### src/rtl/insn_fetch.sv
// insn_fetch: instruction fetch front-end.
//
// Issues one fetch per cycle to a memory whose read data comes back one cycle
// later. Returned words are queued with their PC and exception flag in a small
// FIFO, which decode drains through a valid/ready handshake. Branch, jump and
// trap logic can redirect the fetch PC at any time.
//
// Parameters:
//   RESET_PC - first fetch address after reset
//   DEPTH    - FIFO entries (>= 2)
//
// Ports:
//   i_clk, i_rst_n     - clock, synchronous active-low reset
//   o_imem_pc          - fetch address (equals the pc register)
//   i_imem_insn        - read data for the previous cycle's o_imem_pc
//   i_imem_exception   - misalignment flag for the current o_imem_pc
//   o_valid / i_ready  - head-of-FIFO handshake towards decode
//   o_insn, o_pc       - head instruction and its PC
//   o_exception        - head entry carries a fetch exception
//   i_redirect_valid   - redirect request
//   i_redirect_pc      - redirect target
module insn_fetch #(
  parameter logic [31:0] RESET_PC = 32'h0000_0000,
  parameter int          DEPTH    = 2
) (
  input  logic        i_clk,
  input  logic        i_rst_n,
  output logic [31:0] o_imem_pc,
  input  logic [31:0] i_imem_insn,
  input  logic        i_imem_exception,
  output logic        o_valid,
  input  logic        i_ready,
  output logic [31:0] o_insn,
  output logic [31:0] o_pc,
  output logic        o_exception,
  input  logic        i_redirect_valid,
  input  logic [31:0] i_redirect_pc
);

  localparam int          PTR_W = (DEPTH > 1) ? $clog2(DEPTH) : 1;
  localparam int          CNT_W = $clog2(DEPTH + 1);
  localparam logic [31:0] NOP   = 32'h0000_0013;

  typedef enum logic {RUN, HALT} state_t;

  state_t             state, state_nxt;
  logic [31:0]        pc, pc_nxt;
  logic               inflight;
  logic [31:0]        infl_pc;
  logic               infl_exc;
  logic [CNT_W-1:0]   count;
  logic [PTR_W-1:0]   rd_ptr, wr_ptr;
  logic [31:0]        fifo_insn [DEPTH];
  logic [31:0]        fifo_pc   [DEPTH];
  logic               fifo_exc  [DEPTH];

  logic               pop, enq, issue;
  logic [CNT_W:0]     occupancy, limit;

  function automatic logic [PTR_W-1:0] ptr_inc(input logic [PTR_W-1:0] p);
    return (p == PTR_W'(DEPTH - 1)) ? '0 : p + PTR_W'(1);
  endfunction

  // Issue decision and next-state logic. The occupancy test is written as
  // count + inflight < DEPTH + pop so it never goes negative.
  always_comb begin
    pop       = o_valid & i_ready;
    enq       = inflight & ~i_redirect_valid;
    occupancy = {1'b0, count} + {{CNT_W{1'b0}}, inflight};
    limit     = (CNT_W + 1)'(DEPTH) + {{CNT_W{1'b0}}, pop};
    issue     = (state == RUN) & ~i_redirect_valid & (occupancy < limit);
    state_nxt = state;
    pc_nxt    = pc;
    if (i_redirect_valid) begin
      state_nxt = RUN;
      pc_nxt    = i_redirect_pc;
    end else if (issue) begin
      // A misaligned fetch is issued once, then fetch parks until redirected.
      if (i_imem_exception) state_nxt = HALT;
      else                  pc_nxt    = pc + 32'd4;
    end
  end

  // State and PC registers.
  always_ff @(posedge i_clk) begin
    if (!i_rst_n) begin
      state <= RUN;
      pc    <= RESET_PC;
    end else begin
      state <= state_nxt;
      pc    <= pc_nxt;
    end
  end

  // In-flight tracking. Skipping issue in a redirect cycle is what squashes
  // the response that would otherwise be enqueued in the following cycle.
  always_ff @(posedge i_clk) begin
    if (!i_rst_n) begin
      inflight <= 1'b0;
      infl_pc  <= '0;
      infl_exc <= 1'b0;
    end else begin
      inflight <= issue;
      if (issue) begin
        infl_pc  <= pc;
        infl_exc <= i_imem_exception;
      end
    end
  end

  // FIFO storage; an exception entry carries a NOP instead of memory data.
  always_ff @(posedge i_clk) begin
    if (i_rst_n && enq) begin
      fifo_pc[wr_ptr]   <= infl_pc;
      fifo_insn[wr_ptr] <= infl_exc ? NOP : i_imem_insn;
      fifo_exc[wr_ptr]  <= infl_exc;
    end
  end

  // FIFO pointers and count. A redirect empties the queue outright.
  always_ff @(posedge i_clk) begin
    if (!i_rst_n || i_redirect_valid) begin
      rd_ptr <= '0;
      wr_ptr <= '0;
      count  <= '0;
    end else begin
      if (enq) wr_ptr <= ptr_inc(wr_ptr);
      if (pop) rd_ptr <= ptr_inc(rd_ptr);
      case ({enq, pop})
        2'b10:   count <= count + CNT_W'(1);
        2'b01:   count <= count - CNT_W'(1);
        default: count <= count;
      endcase
    end
  end

  // The issue rule reserves a slot for every in-flight access.
  always_ff @(posedge i_clk) begin
    if (i_rst_n && enq && !pop) begin
      assert (count < CNT_W'(DEPTH))
        else $error("insn_fetch: enqueue into full FIFO");
    end
  end

  assign o_imem_pc   = pc;
  assign o_valid     = (count != '0);
  assign o_insn      = o_valid ? fifo_insn[rd_ptr] : NOP;
  assign o_pc        = o_valid ? fifo_pc[rd_ptr]   : 32'h0;
  assign o_exception = o_valid ? fifo_exc[rd_ptr]  : 1'b0;

endmodule

### config.mk
export PLATFORM = sky130hd
export DESIGN_NAME = insn_fetch
export DESIGN_NICKNAME = d
export VERILOG_FILES = /design/src/rtl/insn_fetch.sv
export SDC_FILE = /design/constraint.sdc
export NUM_CORES = 1
export LEC_CHECK = 0
export CAP_MARGIN = 15
export CORE_MARGIN = 2
export CORE_UTILIZATION = 49
export CTS_CLUSTER_DIAMETER = 100
export CTS_CLUSTER_SIZE = 25
export DETAILED_ROUTE_END_ITERATION = 7
export PLACE_DENSITY = 0.77
export SKIP_LAST_GASP = 1
export SLEW_MARGIN = 20
export SYNTH_ARGS = -nofsm -noshare
export SYNTH_HDL_FRONTEND = slang
export SYNTH_SLANG_ARGS = --single-unit
export TNS_END_PERCENT = 10
### constraint.sdc
create_clock -name i_clk -period 9.7 [get_ports i_clk]
set_input_delay 1.455 -clock i_clk [delete_from_list [all_inputs] [get_ports i_clk]]
set_output_delay 1.455 -clock i_clk [all_outputs]
set_load 0.05 [all_outputs]
==> results of run 1 <==
## kinds of logic (layout without fill, tap and decap cells)
logic type      Yosys count  in the layout  share of synthesized area
simple gates            263            263                      0.153
flops                   202            202                      0.643
compound gates          101            101                     0.0692
mux                      68             68                     0.0818
buf+inv                  49            199                     0.0226
xor+xnor                 23             23                     0.0242
fa+ha+maj                 4              4                    0.00602
## layer usage
metal	wire, um	share of wire	track usage
met1	8120	0.43	0.278
met3	1300	0.068	0.0261
met5	0	0	0
met2	9360	0.49	0.363
met4	291	0.015	0.0462
## cell usage after synthesis (all sizes together), types with 5 or more instances
library cell and number:
or4 8, nand4 9, buf 7, nor2 79
xor2 5, inv 6, or3 6, clkbuf 35
edfxtp 130, mux2i 68, nor2b 29, xnor2 18
dfxtp 72, and4 5, a31oi 6, a21oi 48
nor3 7, o21ai 29, nand3 12, nor4 12
nand2 82
## flip-flops by register name, indices dropped and copies added (netlist names), named ones only
signal	flops
fifo_insn	64
count	2
infl_exc	1
wr_ptr	1
inflight	1
o_imem_pc	32
state	1
rd_ptr	1
infl_pc	32
fifo_exc	2
fifo_pc	64
## layout make-up
cell class                 instances  area (um^2)
fill                            1291         6010
sequential                       202         5350
multi-input combinational        459         2820
timing repair buffer             172         1730
clock buffer                      19          348
tap                              220          275
clock inverter                     1         30.0
inverter                           7         26.3
## power by group through the flow
stage,clock network [mW],registers (mW),logic (mW)
final,0.522,0.966,0.185
after global routing,0.561,0.969,0.196
after CTS,0.535,0.966,0.184
after detailed placement,0,0.985,0.183
after global placement,0,0.984,0.179
after floorplan,0,1.00,0.0818
## critical path: stages
cell	delay [ns]
clkdlybuf4s50_1	0.82
clkinv_1	0.15
buf_4	0.43
nand2_1	0.36
nor3b_4	0.85
buf_4	0.69
## stage by stage
stage | utilization | hold WS [ns] | cell area [um^2]
3_3_place_gp | 0.612 | 0.431 | 10200
6_report | 0.637 | 0.456 | 10600
4_1_cts | 0.636 | 0.460 | 10500
5_1_grt | 0.637 | 0.473 | 10600
2_1_floorplan | - | 0.425 | 8320
3_5_place_dp | 0.613 | 0.437 | 10200
## layout by cell type (no fill, tap or decap), types with 4 or more instances in the layout
cell type	instances
clkbuf_1	6
buf_4	5
or2_2	4
nand3_1	12
o21ai_0	28
nor3_1	7
ha_1	4
nand2_1	82
clkdlybuf4s50_1	166
a211oi_1	4
inv_1	6
or3_1	6
and4_1	4
nor4b_1	4
edfxtp_1	130
or4_1	7
mux2i_1	68
a31oi_1	6
xor2_1	5
nor2b_1	29
clkbuf_16	13
nor2_1	78
dfxtp_1	70
nand4_1	9
nor4_1	10
xnor2_1	18
a21oi_1	48
## worst max path at each step
stage	startpoint	endpoint	slack [ns]	depth (start not counted)
2_1_floorplan	i_redirect_valid	fifo_exc[0]	2.42	4
3_3_place_gp	i_redirect_valid	fifo_pc[0][10]	4.30	6
3_5_place_dp	i_redirect_valid	fifo_insn[0][20]	4.52	6
4_1_cts	i_redirect_valid	fifo_pc[0][2]	4.99	6
5_1_grt	i_redirect_valid	fifo_pc[0][2]	4.76	6
6_report	i_redirect_valid	fifo_insn[0][30]	4.99	6
==> summary.md, run 1 <==
| Metric | Value |
|---|---|
| Status | completed |
| Hold depth | 0 |
| Total wire length | ~19000 um |
| Initial antenna violation count | 0 |
| Max capacitance violation total | 0 |
| Hold Crit Endpoint | fifo_pc[0][15] |
| Iter 0 DRT Violations | 524 |
| Yosys reg bits | 202 |
| Final setup fails | 0 |
| Clock root cell | clkbuf_16 |
| CP endpoint kind | flip-flop |
| Unrepaired setup endpoints after global routing | no |
| Post-synthesis instance area | 8320 um^2 |
| Clock Pin Slew Worst Setup and Hold Paths | 0.09 ns |
| Worst vdd ir | 97.8 uV |
| Post-synthesis async set-or-reset flop share | 0 |
| Worst Setup Path Type | input port to flip-flop |
| Inserted Diodes | 0 |
| Hold buffer count at cts | 0 |
| Final HPWL DP | 12500 um |
| Grt ovf | 0 |
| Max_slew headroom | 0.341 |
| CTS Buf Count | 12 |
| Final period util | 0.485 |
| Nets@finish | 927 |
| Syn. warnings | 0 |
| Remaining antenna violation count after routing | 0 |
| Syn nets | between 700 and 800 |
| Sequential power share | 0.577 |
| Sequential-to-total area share from yosys stat | 0.643 |
| First-pass GRT wire length | 30000 um |
| First-pass detailed-route iteration total | 5 |
| Worst-Margin Slew | 0.985 ns |
| Skew-Pair Late Insertion Delay | 0.46 ns |
| PD cells | 158 nW/um^2 |
| Synth area leader | edfxtp_1 |
| Die Area | 18000 um^2 |
| Crit path launch type | input port |
| RR Startpoint | count[0] |
| R2R cell count | 7 |
| Via density | 5.48 |
| Non-Filler Instances | 1080 |
| Total global-route track usage | 0.207 |
| Max Freq | roughly 0.21 GHz |
| Internal power | approximately 1.3 mW |
| Primary FF master, synth | edfxtp_1 |
| Hold Violations, Final | 0 |
| Drt wl/cell | approximately 18 um |
| Core area | around 17000 um^2 |
| Synth top area cells | edfxtp_1 (47%), dfxtp_1 (17%), mux2i_1 (8.2%) |
| Min-Delay Path Class | flip-flop to flip-flop |
| Fraction of layout cells with a size suffix above 1 | 0.0407 |
| Post-Syn Area per Cell | between 10 and 15 um^2 |
| Vias in the first global route | 5757 |
| Sw power | around 400 uW |
| CTS Buffer Depth | 3 |
| Synth-to-layout area growth | 27.1% |
| Via Count | a little under 6k |
| Worst Hold Launch | infl_pc[15] |
| Sink Count | around 200 |
| Placed Cells | roughly 1.1k |
| CP Data Arrival Time | around 4.8 ns |
| Fin Clk Skew | between 0.03 and 0.04 ns |
| Worst reg2reg setup slack | 6.59 ns |
| Yosys top cell area share | 0.469 |
| Syn Inst Count | 710 |
| CP max FO | 53 |
| Initial core utilization | 0.502 |
| Logic gate share of total power | 0.111 |
| Worst Path Required | 9.80 ns |
| Fin crit period | ~4.7 ns |
| DRC viols | 0 |
| Clock power frac | 0.312 |
| Reg2reg end | o_imem_pc[27] |
| Site row count | 47 |
| CTS tree | done |
| Post-CTS setup buffer count | 0 |
| Die W | 134 um |
| Post_cts resized | 0 |
| Total Power | 1.67 mW |
| Synth unique cells | 47 |
| Post-synth EDFFs | 130 |
| Setup ws final | 4.99 ns |
| Largest net degree at the start of global routing | 66 |
| Port bufs | 166 |
| Sw frac | 0.242 |
| Die H | about 130 um |
| P_leak | 3.30 nW |
| Fin. max-slew vios | 0 |
| Pre-CTS setup slack | 4.52 ns |
| Setup TNS | 0 ns |
| Top Ports | 167 |
| Htree depth | 1 |
| RePlAce Congestion | 0.920 |
Note: power is estimated with default switching activity, not from simulation.
==> run 2, diff against run 1 <==
--- a/config.mk
+++ b/config.mk
@@ -7,7 +7,7 @@
 export LEC_CHECK = 0
 export CAP_MARGIN = 15
 export CORE_MARGIN = 2
-export CORE_UTILIZATION = 49
+export CORE_UTILIZATION = 47
 export CTS_CLUSTER_DIAMETER = 100
 export CTS_CLUSTER_SIZE = 25
 export DETAILED_ROUTE_END_ITERATION = 7
==> constraint.sdc (replaced) <==
create_clock -name i_clk -period 4 [get_ports i_clk]
set_input_delay 0.6 -clock i_clk [delete_from_list [all_inputs] [get_ports i_clk]]
set_output_delay 0.6 -clock i_clk [all_outputs]
set_load 0.05 [all_outputs]
==> run 2 against run 1 <==
Worst hold slack lost 0.011 ns. Cell count grew 0.83%. Power grew 140%. Register-to-register slack lost 5.6 ns. Routed wire length shrank 3.0%. First-iteration DRC count shrank 29%. Utilization shrank 2.3 points. Combinational power grew 150%. Setup slack lost 4.3 ns. Cell area grew 0.60%. Non-clock buffer count grew 4. Sequential cell count is the same. Largest cell class unchanged.
==> summary.md, run 2 (synthesis results as in run 1) <==
| Metric | Value |
|---|---|
| Nets@finish | 931 (+0.43%) |
| Skew-Pair Late Insertion Delay | 0.48 ns (+0.02 ns) |
| Max Freq | roughly 0.3 GHz |
| First-pass detailed-route iteration total | 5 (unchanged) |
| Fin crit period | 3.30 ns |
| Total global-route track usage | 0.196 (-0.0108) |
| Status | completed |
| Via Count | 5836 (-1.5%) |
| Fraction of layout cells with a size suffix above 1 | 0.0440 (+0.00328) |
| Worst Setup Path Type | flip-flop to primary output |
| Most common cell after layout, fill and taps aside | clkdlybuf4s50_1 |
| Htree depth | 1 (unchanged) |
| First-pass GRT wire length | 29000 um (-3.2%) |
| Iter 0 DRT Violations | 374 (-29%) |
| Reg2reg end | o_imem_pc[27] |
| Clock root cell | clkbuf_16 |
| Initial antenna violation count | 0 (unchanged) |
| Clock Pin Slew Worst Setup and Hold Paths | 0.10 ns (about the same) |
| CP endpoint kind | primary output |
| P_leak | 3.33 nW (+0.83%) |
| Final setup fails | 0 (unchanged) |
| CTS Buffer Depth | 3 (unchanged) |
| Post_cts resized | 0 (unchanged) |
| Largest net degree at the start of global routing | 61 (-7.6%) |
| Hold Violations, Final | 0 (unchanged) |
| Fin. max-slew vios | 0 (unchanged) |
| Fin Clk Skew | 0.0343 ns (+0.00347 ns) |
| Non-Filler Instances | 1089 (+0.83%) |
| Die H | 137 um (+2.0%) |
| Drt wl/cell | 17.0 um (-3.8%) |
| RR Startpoint | count[0] |
| Total wire length | 18500 um (-3.0%) |
| Worst Path Required | 3.40 ns (-6.40 ns) |
| Vias in the first global route | 5467 (-5.0%) |
| Die W | 137 um (+2.0%) |
| Worst Hold Launch | infl_pc[7] |
| Worst reg2reg setup slack | 0.99 ns (-5.60 ns) |
| Final period util | 0.825 |
| Max capacitance violation total | 0 (unchanged) |
| Remaining antenna violation count after routing | 0 (unchanged) |
| Biggest registers after layout | fifo_insn: 64 flops, fifo_pc: 64 flops |
| Sink Count | 202 (unchanged) |
| Hold depth | 0 (unchanged) |
| Worst-Margin Slew | 0.781 ns (-0.204 ns) |
| Unrepaired setup endpoints after global routing | no |
| CTS Buf Count | 12 (unchanged) |
| CP Data Arrival Time | 2.70 ns (-2.10 ns) |
| Site row count | 48 (+2.1%) |
| Via density | 5.36 (-2.3%) |
| Layout filler cell count | 1394 (+8.0%) |
| RePlAce Congestion | 0.971 (+5.6%) |
| Max_slew headroom | 0.479 (+0.138) |
| Placed Cells | 1069 (+0.94%) |
| PD cells | 382 nW/um^2 (+140%) |
| Total Power | 4.06 mW (+140%) |
| CTS tree | done |
| Die Area | 18800 um^2 (+4.1%) |
| DRC viols | 0 (unchanged) |
| Top Ports | 167 (unchanged) |
| Initial core utilization | 0.481 (-0.0207) |
| Min-Delay Path Class | flip-flop to flip-flop |
| R2R cell count | 7 (unchanged) |
| CP max FO | 41 (-23%) |
| Inserted Diodes | 0 (unchanged) |
| Hold buffer count at cts | 0 (unchanged) |
| Setup TNS | 0 ns (unchanged) |
| Grt ovf | 0 (unchanged) |
| Hold Crit Endpoint | fifo_pc[0][7] |
| Commonest non-fill, non-tap cells in the layout | clkdlybuf4s50_1 (166), edfxtp_1 (130), nand2_1 (82) |
| Crit path launch type | flip-flop |
| Synth-to-layout area growth | 27.9% |
| Worst vdd ir | 312 uV (+220%) |
| Post-CTS setup buffer count | 0 (unchanged) |
| Final HPWL DP | 12300 um (-1.8%) |
| Core area | 17300 um^2 (+4.3%) |
| Port bufs | 166 (unchanged) |
[run 2: critical path: stages (launching register included)]
cell and delay (ns):
dfxtp_4 0.86, buf_12 0.30, mux2i_1 0.10, nor2_1 0.11, clkdlybuf4s50_1 0.81
[run 2: layout make-up]
type	instances	area, um^2	area share
Multi-Input combinational cell	459	2810	0.265
Tap cell	225	282	0.0265
Timing Repair Buffer	176	1790	0.168
Sequential cell	202	5350	0.503
Clock buffer	19	348	0.0327
Clock inverter	1	30.0	0.00282
Inverter	7	26.3	0.00247
[run 2: routing by layer]
layer	part of all wire	up-vias	global-route usage
met5	0	-	0
met4	0.016	0	0.0441
met3	0.078	24	0.0344
met2	0.47	211	0.323
met1	0.44	2757	0.274
li1	-	2844	-
[run 2: worst max path at each step]
stage	startpoint	end	slack [ns]	cells past startpoint
2_1_floorplan	i_redirect_valid	fifo_exc[0]	0.78	4
3_3_place_gp	i_imem_exception	o_imem_pc[27]	0.72	6
3_5_place_dp	i_imem_exception	o_imem_pc[27]	0.66	6
4_1_cts	flip-flop	o_insn[23]	0.65	4
5_1_grt	flip-flop	o_insn[2]	0.57	4
6_report	flip-flop	o_insn[23]	0.70	4
[run 2: power by group]
part           internal, mW  switching [mW]
registers              2.27          0.0583
logic                 0.185           0.273
clock network         0.619           0.654
[run 2: metrics by stage]
| stage | worst slack, ns | area (um^2) | hold WS (ns) | util |
|---|---|---|---|---|
| floorplan | 0.776 | 8330 | 0.425 | - |
| global placement | 0.723 | 10300 | 0.430 | 0.593 |
| detailed placement | 0.657 | 10300 | 0.437 | 0.593 |
| CTS | 0.651 | 10600 | 0.450 | 0.615 |
| global route | 0.565 | 10600 | 0.460 | 0.615 |
| finish | 0.701 | 10600 | 0.445 | 0.615 |
==> run 3, diff against run 2 <==
--- a/config.mk
+++ b/config.mk
@@ -7,7 +7,7 @@
 export LEC_CHECK = 0
 export CAP_MARGIN = 15
 export CORE_MARGIN = 2
-export CORE_UTILIZATION = 47
+export CORE_UTILIZATION = 49
 export CTS_CLUSTER_DIAMETER = 100
 export CTS_CLUSTER_SIZE = 25
 export DETAILED_ROUTE_END_ITERATION = 7
==> constraint.sdc (replaced) <==
create_clock -name i_clk -period 3.2 [get_ports i_clk]
set_input_delay 0.48 -clock i_clk [delete_from_list [all_inputs] [get_ports i_clk]]
set_output_delay 0.48 -clock i_clk [all_outputs]
set_load 0.05 [all_outputs]
==> run 3 against run 2 <==
Count of clock-buffer cells in the layout unchanged. Routed wire length grew 5.2%. Cell count is 0.73% higher. Global-route usage rose by 1.4 points. Clock power is 26% higher. Critical path type unchanged. Die area shrank 4.0%. Clock skew down 0.0029 ns. First-iteration DRC count grew 13%. Largest cell class unchanged. Combinational power increased by 29%.
==> summary.md, run 3 (synthesis results as in run 1) <==
| Metric | Value |
|---|---|
| Fin. max-slew vios | 0 (unchanged) |
| Commonest non-fill, non-tap cells in the layout | clkdlybuf4s50_1 (166), edfxtp_1 (130), nand2_1 (82) |
| Max_slew headroom | 0.523 (+0.0441) |
| Top Ports | 167 (unchanged) |
| Crit path launch type | flip-flop |
| Worst Path Required | 2.72 ns (-0.68 ns) |
| Placed Area | 10400 um^2 (+1.2%) |
| Max Freq | 0.331 GHz |
| Drt wl/cell | 17.8 um (+4.5%) |
| CTS Buffer Depth | 3 (unchanged) |
| Slowest CP cell | clkdlybuf4s50_1 |
| Fin crit period | 3.03 ns |
| Worst-Margin Slew | 0.707 ns (-0.0736 ns) |
| Min-Delay Path Class | flip-flop to flip-flop |
| Unrepaired setup endpoints after global routing | no |
| Final period util | 0.945 |
| Grt ovf | 0 (unchanged) |
| Bufs and invs on worst path | 2 (unchanged) |
| Port bufs | 166 (unchanged) |
| Fraction of layout cells with a size suffix above 1 | 0.0570 (+0.0130) |
| DRC viols | 0 (unchanged) |
| Worst vdd ir | 258 uV (-17%) |
| PD cells | 474 nW/um^2 (+24%) |
| Die W | 134 um (-2.0%) |
| Skew-Pair Late Insertion Delay | 0.47 ns (about the same) |
| Hold Violations, Final | 0 (unchanged) |
| CTS Buf Count | 12 (unchanged) |
| Htree depth | 1 (unchanged) |
| Final setup fails | 0 (unchanged) |
| Final design instance area without fill | 10800 um^2 (+1.2%) |
| Clock Pin Slew Worst Setup and Hold Paths | 0.10 ns (about the same) |
| Fin Clk Skew | 0.0314 ns (-0.00288 ns) |
| Initial antenna violation count | 0 (unchanged) |
| Largest net degree at the start of global routing | 66 (+8.2%) |
| Total global-route track usage | 0.210 (+0.0140) |
| Status | completed |
| Post_cts resized | 0 (unchanged) |
| First-pass GRT wire length | 30400 um (+4.9%) |
| Most common cell after layout, fill and taps aside | clkdlybuf4s50_1 |
| Critical path's largest stage delay | 0.81 ns (-0.05 ns) |
| Iter 0 DRT Violations | 424 (+13%) |
| CP Data Arrival Time | 2.55 ns (-0.15 ns) |
| Sink Count | 202 (unchanged) |
| Die Area | 18000 um^2 (-4.0%) |
| Via density | 5.55 (+3.6%) |
| Core area | 16600 um^2 (-4.1%) |
| Max capacitance violation total | 0 (unchanged) |
| RePlAce Congestion | 1.02 (+5.3%) |
| Remaining antenna violation count after routing | 0 (unchanged) |
| Total wire length | 19500 um (+5.2%) |
| First-pass detailed-route iteration total | 5 (unchanged) |
| Setup TNS | 0 ns (unchanged) |
| P_leak | 3.41 nW (+2.3%) |
| Clock root cell | clkbuf_16 |
| Die H | 134 um (-2.0%) |
| Final hold slack | 0.459 ns (+0.0138 ns) |
| Inserted Diodes | 0 (unchanged) |
| Vias in the first global route | 5904 (+8.0%) |
| Initial core utilization | 0.502 (+0.0207) |
| Via Count | 6089 (+4.3%) |
| Largest delay share family, worst path | buffers and inverters |
| Synth-to-layout area growth | 29.4% |
| CTS tree | done |
| CP max FO | 20 (-51%) |
| Site row count | 47 (-2.1%) |
| Final HPWL DP | 13300 um (+8.5%) |
| Worst Setup Path Type | flip-flop to primary output |
| CP endpoint kind | primary output |
| Biggest registers after layout | fifo_insn: 64 flops, fifo_pc: 64 flops |
| Hold buffer count at cts | 0 (unchanged) |
| Cell Chain, Critical Path | nor2_4 -> inv_1 -> nand2_1 -> clkdlybuf4s50_1 |
| Nets@finish | 944 (+1.4%) |
| Post-CTS setup buffer count | 0 (unchanged) |
[run 3: cell count changes in the layout (fill, tap and decap cells not counted)]
cell	change
buf_4	+10
buf_12	+3
and4_2	+1
and4_4	-1
inv_1	+1
inv_2	-1
[run 3: path summary, 6_finish.rpt]
check / from / end / slack, ns / cells past startpoint
setup / recovery: count[0] / o_insn[1] / 0.17 / 4
hold / removal: infl_pc[31] / fifo_pc[1][31] / 0.46 / 0
setup reg to reg: count[0] / o_imem_pc[23] / 0.57 / 7
hold reg to reg: infl_pc[31] / fifo_pc[1][31] / 0.46 / 0
[run 3: final cells by class]
cell class	instances	area, um^2
clock inverters	1	30.0
fillers	1256	5820
repair buffers	189	1920
clock buffers	19	348
inverters	7	26.3
well taps	220	275
flip-flops and latches	202	5350
multi-input cells	459	2810
[run 3: metal layers]
layer	vias up	wire length, um	GRT usage
met4	0	585	0.0673
met5	-	0	0
met3	53	1570	0.0336
li1	2870	-	-
met1	2858	8050	0.280
met2	308	9280	0.355
[run 3: power breakdown]
| group | internal (mW) | leakage (nW) | total, mW | switching, mW |
|---|---|---|---|---|
| Clock | 0.775 | 0.179 | 1.60 | 0.825 |
| Sequential | 2.84 | 1.75 | 2.91 | 0.0715 |
| Combinational | 0.239 | 1.48 | 0.591 | 0.351 |
[run 3: through the flow]
stage	total power [mW]	setup WS, ns	instances	util
floorplan	3.29	0.0961	710	-
finish	5.10	0.174	1097	0.649
detailed placement	3.56	0.352	1077	0.626
global placement	3.54	0.367	1077	0.626
CTS	5.14	0.135	1097	0.649
global route	5.27	0.0567	1097	0.649
